===== src/rtl/sound_sequencer.sv =====
// Priority-arbitrated tune player: edge-detected requests start fixed note sequences,
// timed by a tick prescaler, emitted as 4-bit note codes with a tone-generator enable.
module sound_sequencer #(
    parameter int unsigned TICK_DIV   = 50000,
    parameter int unsigned NOTE_TICKS = 150,
    parameter int unsigned GAP_TICKS  = 30
) (
    input  logic       clk,
    input  logic       resetN,
    input  logic       enable_EXPLOSION_SOUND_START,
    input  logic       enable_LOSER,
    input  logic       enable_ENDGAME_INTRO_1,
    input  logic       mute,
    output logic [3:0] freq_code,
    output logic       sound_en,
    output logic [1:0] tune_id,
    output logic       busy
);

    localparam int unsigned MaxNotes = 6;
    localparam int unsigned NoteW    = $clog2(MaxNotes);
    localparam int unsigned DivW     = $clog2(TICK_DIV > 1 ? TICK_DIV : 2);
    localparam int unsigned TickMax  = NOTE_TICKS > GAP_TICKS ? NOTE_TICKS : GAP_TICKS;
    localparam int unsigned TickW    = $clog2(TickMax > 1 ? TickMax : 2);

    localparam int unsigned GapLastInt = (GAP_TICKS == 0) ? 0 : GAP_TICKS - 1;

    localparam logic [DivW-1:0]  DivLast  = DivW'(TICK_DIV - 1);
    localparam logic [TickW-1:0] NoteLast = TickW'(NOTE_TICKS - 1);
    localparam logic [TickW-1:0] GapLast  = TickW'(GapLastInt);

    typedef enum logic [1:0] {StIdle, StPlay, StGap} state_e;

    state_e           state_q, state_d;
    logic [1:0]       tune_q, tune_d;
    logic [NoteW-1:0] note_q, note_d;
    logic [DivW-1:0]  div_q, div_d;
    logic [TickW-1:0] tick_q, tick_d;
    logic [2:0]       req_q;

    logic [2:0] req;
    logic [2:0] req_edge;
    logic [1:0] new_prio;
    logic       tick_end;

    function automatic logic [3:0] rom_note(input logic [1:0] tune, input logic [NoteW-1:0] idx);
        logic [3:0] n;
        n = 4'd0;
        case (tune)
            2'd1: case (idx)
                3'd0: n = 4'd12;
                3'd1: n = 4'd8;
                3'd2: n = 4'd4;
                default: n = 4'd0;
            endcase
            2'd2: case (idx)
                3'd0: n = 4'd9;
                3'd1: n = 4'd7;
                3'd2: n = 4'd5;
                3'd3: n = 4'd1;
                default: n = 4'd0;
            endcase
            2'd3: case (idx)
                3'd0: n = 4'd1;
                3'd1: n = 4'd3;
                3'd2: n = 4'd5;
                3'd3: n = 4'd8;
                3'd4: n = 4'd10;
                3'd5: n = 4'd12;
                default: n = 4'd0;
            endcase
            default: n = 4'd0;
        endcase
        return n;
    endfunction

    function automatic logic [NoteW-1:0] last_idx(input logic [1:0] tune);
        logic [NoteW-1:0] l;
        case (tune)
            2'd1:    l = 3'd2;
            2'd2:    l = 3'd3;
            2'd3:    l = 3'd5;
            default: l = 3'd0;
        endcase
        return l;
    endfunction

    assign req      = {enable_ENDGAME_INTRO_1, enable_LOSER, enable_EXPLOSION_SOUND_START};
    assign req_edge = req & ~req_q;
    assign tick_end = (div_q == DivLast);

    always_comb begin
        new_prio = 2'd0;
        if (req_edge[2]) begin
            new_prio = 2'd3;
        end else if (req_edge[1]) begin
            new_prio = 2'd2;
        end else if (req_edge[0]) begin
            new_prio = 2'd1;
        end
    end

    always_comb begin
        state_d = state_q;
        tune_d  = tune_q;
        note_d  = note_q;
        div_d   = div_q;
        tick_d  = tick_q;
        // tune_q is 0 in idle, so this one compare covers both start and preemption
        if (new_prio > tune_q) begin
            state_d = StPlay;
            tune_d  = new_prio;
            note_d  = '0;
            div_d   = '0;
            tick_d  = '0;
        end else begin
            case (state_q)
                StPlay: begin
                    if (!tick_end) begin
                        div_d = div_q + 1'b1;
                    end else begin
                        div_d = '0;
                        if (tick_q != NoteLast) begin
                            tick_d = tick_q + 1'b1;
                        end else begin
                            tick_d = '0;
                            if (note_q == last_idx(tune_q)) begin
                                state_d = StIdle;
                                tune_d  = 2'd0;
                                note_d  = '0;
                            end else if (GAP_TICKS == 0) begin
                                note_d = note_q + 1'b1;
                            end else begin
                                state_d = StGap;
                            end
                        end
                    end
                end
                StGap: begin
                    if (!tick_end) begin
                        div_d = div_q + 1'b1;
                    end else begin
                        div_d = '0;
                        if (tick_q != GapLast) begin
                            tick_d = tick_q + 1'b1;
                        end else begin
                            tick_d  = '0;
                            state_d = StPlay;
                            note_d  = note_q + 1'b1;
                        end
                    end
                end
                default: ;
            endcase
        end
    end

    always_ff @(posedge clk or negedge resetN) begin
        if (!resetN) begin
            state_q <= StIdle;
            tune_q  <= 2'd0;
            note_q  <= '0;
            div_q   <= '0;
            tick_q  <= '0;
            req_q   <= 3'b000;
        end else begin
            state_q <= state_d;
            tune_q  <= tune_d;
            note_q  <= note_d;
            div_q   <= div_d;
            tick_q  <= tick_d;
            req_q   <= req;
        end
    end

    always_comb begin
        freq_code = 4'd0;
        sound_en  = 1'b0;
        busy      = (state_q != StIdle);
        tune_id   = tune_q;
        if (state_q == StPlay) begin
            freq_code = rom_note(tune_q, note_q);
            sound_en  = ~mute;
        end
    end

endmodule

===== config.mk =====
export PLATFORM = sky130hd
export DESIGN_NAME = sound_sequencer
export DESIGN_NICKNAME = d
export VERILOG_FILES = /design/src/rtl/sound_sequencer.sv
export SDC_FILE = /design/constraint.sdc
export NUM_CORES = 1
export LEC_CHECK = 0
export CAP_MARGIN = 20
export CORE_MARGIN = 1.5
export CORE_UTILIZATION = 56
export CTS_BUF_LIST = sky130_fd_sc_hd__clkbuf_8
export CTS_CLUSTER_DIAMETER = 120
export CTS_CLUSTER_SIZE = 10
export DETAILED_ROUTE_END_ITERATION = 8
export GPL_TIMING_DRIVEN = 0
export PLACE_DENSITY_LB_ADDON = 0.12
export SLEW_MARGIN = 10
export SYNTH_ARGS = -nofsm -noshare
export SYNTH_HDL_FRONTEND = slang
export SYNTH_SLANG_ARGS = --single-unit

===== constraint.sdc =====
create_clock -name clk -period 2 [get_ports clk]
set_input_delay 0.2 -clock clk [delete_from_list [all_inputs] [get_ports clk]]
set_output_delay 0.2 -clock clk [all_outputs]
set_load 0.02 [all_outputs]

; After elaboration in Yosys (flattened, before gate mapping)
; Index checks and enable logic that the tools add are counted.
[op_classes]
n_addsub = 3
magnitude_cmp = 1
eq_ne = 20
n_mux = 42
n_bitwise = 3
reduce_logical = 12
[ops]
columns = operator, count
row1 = $mux 16, 3
row2 = $mux 8, 5
row3 = $mux 3, 10
row4 = $mux 2, 13
row5 = $pmux 4 s3, 2
row6 = $pmux 4 s6, 1
row7 = $add 16x1->16 const B, 1
row8 = $eq 16x16->1 const B, 1
row9 = $pmux 4 s4, 1
row10 = $pmux 8 s2, 1
row11 = $ne 3x3->1 const B, 5
row12 = $reduce_bool 2->1, 5
row13 = $pmux 3 s3, 1
row14 = $add 8x1->8 const B, 1
row15 = $ne 8x5->1 const B, 1
row16 = $ne 8x8->1 const B, 1
row17 = $eq 2x2->1 const B, 3
row18 = $eq 3x2->1 const B, 2
row19 = $eq 3x3->1 const B, 2
row20 = $pmux 3 s2, 1
row21 = $reduce_and 6->1, 1
row22 = $reduce_and 5->1, 1
row23 = $eq 2x1->1 const B, 2
row24 = $mux 4, 1
row25 = 15 further kinds, 16
[totals]
reg_bits = 34
in_bits = 6
wordCells = 87

; Depth between registers and ports, before layout
[depth]
word_depth = 13
depth_mapped = 10
depth_no_buf = 8

; Worst setup path after synthesis
; OpenSTA, ideal clock, no wires.
[synth_timing]
path_type = register to register
startpoint = reg tune_q[1], in the netlist tune_id[1]
endpoint = reg tick_q[7]
setup_time_ns = 0.076
t_arrival_ns = 2.177
required_ns = 1.924
slack_ns = -0.253
path_stages_with_launch = 9
path_cell_list = dfrtp_1 -> inv_1 -> ha_1 -> nor2b_1 -> o21a_1 -> buf_2 -> or2_1 -> or4_1 -> o21ai_1
[synth_via]
elab_chain_len = 3
elab_cells_between_ends = 6
classes_between = 1 x order compare / 2 x eq/ne / 1 x mux / 2 x reduce/logical
[synth_lines]
columns = element, line
row1 = "start, declared", 35  ; logic [1:0] tune_q, tune_d;
row2 = "start signal, assigned", 168  ; tune_q <= tune_d;
row3 = $gt 2x2->1 *, 110  ; if (new_prio > tune_q) begin
row4 = $ne 3x3->1 (no source line) / $reduce_bool 3->1 (equally long branches), --
row5 = $reduce_and 3->1 (no source line), --
row6 = "end signal, assigned", 171  ; tick_q <= tick_d;
row7 = "end, declared", 38  ; logic [TickW-1:0] tick_q, tick_d;
; Every way passes the cells marked *; elsewhere a longest branch is shown, timed or not.
; A chain may end at the register's enable or synchronous reset.

; Worst setup path in the final report
[layout_timing]
startpoint = reg req_q[2]
endpoint = reg div_q[9]
[layout_via]
elab_chain_len = 5
elab_cells_between_ends = 6
classes_between = 1 x order compare / 2 x mux / 2 x bitwise / 1 x reduce/logical
[layout_lines]
columns = element, line
row1 = "start, declared", 39  ; logic [2:0] req_q;
row2 = "start signal, assigned", 172  ; req_q <= req;
row3 = $not 3->3 *, 89  ; assign req_edge = req & ~req_q;
row4 = $and 3x3->3 *, 89
row5 = $mux 2 *, 94  ; if (req_edge[2]) begin
row6 = $gt 2x2->1 *, 110
row7 = $mux 16 / $reduce_bool 2->1 (equally long branches), --
row8 = "end signal, assigned", 170  ; div_q <= div_d;
row9 = "end, declared", 37  ; logic [DivW-1:0] div_q, div_d;
; Marked as above.

==> results.txt <==
- Multiplexer cells account for 2.71% of the synthesized area.
- Final setup slack of the worst path: -0.216 ns
* Share of the synthesized area in the top cell type: 37.6%
* Async S/R FF share, synth: 100%
- Count of yosys warnings during synthesis: 0
* Post-synthesis share of cell area spent on full adders, half adders and majority gates: 9.40%
* GRT Util Overall: 26.2%
- Clock latency on the worst-skew pair: just under 0.3 ns
- The tree built by TritonCTS fans out to 34 sinks.
- Maximum number of buffers from clock root to sink: 2
- Post-Route Utilization: around 80%
* Clock share of power: 12.0%
- Sw Share: 45.6%
- In this run the worst path has a maximum fanout of 6.
* Number of library cell types mapped by synthesis: 54
- Largest cells by area after synthesis: sky130_fd_sc_hd__dfrtp_1 (38%), sky130_fd_sc_hd__ha_1 (9.4%), sky130_fd_sc_hd__xor2_1 (3.5%)
- Summed over all instances, the cell type with the most area after synthesis is sky130_fd_sc_hd__dfrtp_1.
- After synthesis, the largest family of logic cells by area is simple AND/OR/NAND/NOR gates.
* Tightest Pin Transition: between 0.7 and 0.8 ns
* Internal: 2.23 mW
- Setup repair after global routing could not meet its margin everywhere.
* Count of filler cells inserted in the layout: 240
- Average instance area after synthesis: 9.27 um2
- I/O pin count: 14
* Vias after detailed routing: 2035
* Routed via count divided by cell count: 6.17
- Static timing analysis puts the maximum clock frequency at 0.451 GHz.
- The synthesized netlist devotes 21.8% of its cell area to simple gates.
- After clock tree synthesis, the clock-pin slew on the worst setup and hold paths is ~0.07 ns.
- Nature of the critical path endpoint: register
- Sequential share of the synthesized area: between 30% and 40%
* Placement Cell Area: 0.00248 mm2
- GR Util met1: 34.1%
- Starting DRT DRC Count: 188
* Antenna diode count: 0
- The first global-routing pass estimated 8.86 mm of wire.
* Final antenna-violating net count: 0
* Fin cells: 330
- Adding up every negative setup slack in the final design gives -1.94 ns.
- For the worst setup path, the data arrival time is 2.39 ns.
- On the final layout, the worst clock skew is 0.00735 ns.
- Registers take 855 um2.
- Synthesis produced a netlist with a net count of 267.
* Final setup violating endpoints: 25
- Counting the buffers created by CTS gives 5.
- Total of buffers placed on input and output ports: 13
- STA puts the critical path data required time at about 2.2 ns.
- Failing checks: hold timing, setup timing
- Die footprint: roughly 0.0044 mm2
* Compound-cell area share of the yosys netlist: 20.3%
- OpenSTA, run right after detailed placement, puts the worst setup slack at -0.798 ns.
- The final layout contains 304 nets.
- Before antenna repair, the detailed router went through 4 iterations.
- Final critical path time including I/O delays and setup: 2.22 ns
* Number of hold-repair buffers added at the cts stage: 0
- Portion of total power attributed to sequential cells: 22.6%
- In the final routed layout, each cell accounts on average for 17.8 um.
- In the routed design, unresolved DRC markers number 0.
- Overall power consumption after layout is estimated at 4.10 mW.
- In the finished design, the share of the clock period the worst path needs comes to 111%.
- Leak pwr: 1.28 nW
- Xor/xnor cell area share of the yosys netlist: under 10%
- Core region area: 0.00377 mm2
- In this run the vertical extent of the chip is ~67 um.
- The via count of the first global-routing pass was between 1500 and 2000.
- Post-synthesis to final-layout area growth: 32.5%
* Combinational share of power: 65.4%
* Power spent charging and discharging nets: roughly 1.9 mW
- The multi-input combinational cells in the finished layout cover a total of roughly 0.0016 mm2.
* Total routed wirelength: 5.87 mm
* Remaining global-route overflow: 0
* Initial core utilization: ~60%
* Pin count of the biggest net entering global routing: 35
- Path category of the worst min-delay check: primary input to asynchronous set/reset pin
- Top_reg_cell synth: sky130_fd_sc_hd__dfrtp_1
* Total of flip-flops plus latches after synthesis: 34
* Number of placement rows: 22
- Final-report hold violation count: 8
- Relative slew margins: 47.0%
- Worst hold slack: -0.0119 ns
* Fraction of final layout cells with drive strength greater than 1: 31.6%
- Final instance area: roughly 0.0030 mm2
- Yosys mapped a number of flops with a built-in enable equal to 0.
* Cell count after synthesis: ~240
* TritonCTS clock tree: yes
- Global routing usage on met3: under 10%
* Met2 layer usage reported by global route: 43.8%
- Status: complete, but fails checks
- Final GP Congestion: 0.828
* Most Crowded Layer GR: met2
- The worst setup path is launched from a register.
* H-tree depth: 2
- In this run the clock root is driven by a sky130_fd_sc_hd__clkbuf_8.
* Post-synth design cell area: about 0.0023 mm2
- Classification of the worst setup path: register to register
* Number of antenna violations at the first check in global routing: 0
* Placed wire-length estimate: 3.29 mm
- Counting tap cells, the placed design contains a total of 305 instances.
* Number of pins with negative max-slew slack in the final report: 0
* Maximum VDD drop: 0.798 mV
- Across the run, the number of max-cap violations was 0.
- Chip Width: 66.6 um
* Cell Pwr Density: 1370 mW/mm2
-- layer usage --
layer | wire (um) | part of all wire [%]
met1 | 2670 | 45
met3 | 298 | 5.1
met5 | 0 | 0
met2 | 2820 | 48
met4 | 84 | 1.4
-- flip-flops by register name, summed over array words and instances, names as in the netlist --
signal / cells
note_q: 3
req_q: 3
div_q: 16
tune_id: 2
state_q: 2
tick_q: 8
-- Yosys cell counts, types with 4 or more instances --
cell / n
sky130_fd_sc_hd__a21oi_1: 12
sky130_fd_sc_hd__a31oi_1: 4
sky130_fd_sc_hd__and3_1: 6
sky130_fd_sc_hd__clkbuf_1: 4
sky130_fd_sc_hd__dfrtp_1: 34
sky130_fd_sc_hd__ha_1: 17
sky130_fd_sc_hd__inv_1: 15
sky130_fd_sc_hd__mux2i_1: 5
sky130_fd_sc_hd__nand2_1: 14
sky130_fd_sc_hd__nand2b_1: 4
sky130_fd_sc_hd__nand3_1: 10
sky130_fd_sc_hd__nor2_1: 18
sky130_fd_sc_hd__nor3_1: 10
sky130_fd_sc_hd__o211ai_1: 4
sky130_fd_sc_hd__o21ai_0: 13
sky130_fd_sc_hd__o21ai_1: 5
sky130_fd_sc_hd__o31ai_1: 8
sky130_fd_sc_hd__xor2_1: 9
-- critical path: stages, from the launching register on --
cell	delay, ns
sky130_fd_sc_hd__dfrtp_1	0.40
sky130_fd_sc_hd__nor2b_4	0.14
sky130_fd_sc_hd__nand2b_4	0.15
sky130_fd_sc_hd__ha_4	0.20
sky130_fd_sc_hd__nor2b_4	0.13
sky130_fd_sc_hd__o21a_4	0.22
sky130_fd_sc_hd__buf_8	0.15
sky130_fd_sc_hd__clkbuf_16	0.15
sky130_fd_sc_hd__o211ai_1	0.26
sky130_fd_sc_hd__xor2_1	0.23
sky130_fd_sc_hd__nor2_1	0.06
-- timing repair --
item | in CTS | in global routing
resized for setup | 30 | 63
pin swaps | 8 | 16
gates cloned | 0 | 2
hold endpoints to repair | 0 | 0
endpoints found under the setup margin | 35 | 35
setup buffers | 5 | 10
-- cell families after synthesis --
family	Yosys count
xor gates and xnor gates	9
muxes	6
adders and majority gates	17
buffers and inverters	24
AOI/OAI and AO/OA	64
DFF	34
and+or+nand+nor	90
-- worst paths after layout --
kind                                        startpoint                    end  slack (ns)  cells past startpoint
worst max register to register      req_q[2]$_DFF_PN0_   div_q[9]$_DFFE_PN0P_       -0.22                     10
max in group asynchronous                       resetN  note_q[0]$_DFFE_PN0P_        1.45                      1
min in group clk                enable_ENDGAME_INTRO_1     req_q[2]$_DFF_PN0_        0.16                      1
worst min register to register    div_q[3]$_DFFE_PN0P_   div_q[3]$_DFFE_PN0P_        0.50                      1
worst min-delay path                            resetN   div_q[8]$_DFFE_PN0P_       -0.01                      1
worst max-delay path                req_q[2]$_DFF_PN0_   div_q[9]$_DFFE_PN0P_       -0.22                     10
-- cell type report --
class	instances	area share [%]
Buffer	9	2.59
Inverter	15	1.96
Clock buffer	5	2.30
Timing Repair Buffer	30	9.22
Sequential cell	34	28.5
Multi-Input combinational cell	186	53.0
Clock inverter	3	0.459
Tap cell	48	2.00
-- cells in the final DEF, fill, tap and decap left out, types with 5 or more instances in the layout --
master / Yosys / final
sky130_fd_sc_hd__ha_1: 17 / 8
sky130_fd_sc_hd__mux2i_1: 5 / 5
sky130_fd_sc_hd__nor3_1: 10 / 10
sky130_fd_sc_hd__inv_1: 15 / 11
sky130_fd_sc_hd__o21ai_1: 5 / 10
sky130_fd_sc_hd__clkbuf_8: 0 / 5
sky130_fd_sc_hd__nand3_1: 10 / 10
sky130_fd_sc_hd__and3_1: 6 / 6
sky130_fd_sc_hd__buf_4: 1 / 16
sky130_fd_sc_hd__dfrtp_1: 34 / 31
sky130_fd_sc_hd__o21ai_0: 13 / 5
sky130_fd_sc_hd__a21oi_1: 12 / 9
sky130_fd_sc_hd__nand2_1: 14 / 13
sky130_fd_sc_hd__xor2_1: 9 / 9
sky130_fd_sc_hd__nor2_1: 18 / 15
sky130_fd_sc_hd__o31ai_1: 8 / 5
sky130_fd_sc_hd__ha_4: 0 / 6
-- power groups by stage --
stage / combinational, mW / sequential (mW) / clock, mW
4_1_cts: 1.92 / 0.901 / 0.505
5_1_grt: 2.91 / 0.936 / 0.530
2_1_floorplan: 1.34 / 0.909 / 0
3_5_place_dp: 1.80 / 0.910 / 0
6_report: 2.68 / 0.924 / 0.493
3_3_place_gp: 1.78 / 0.906 / 0
Note: power is estimated with default switching activity, not from simulation.
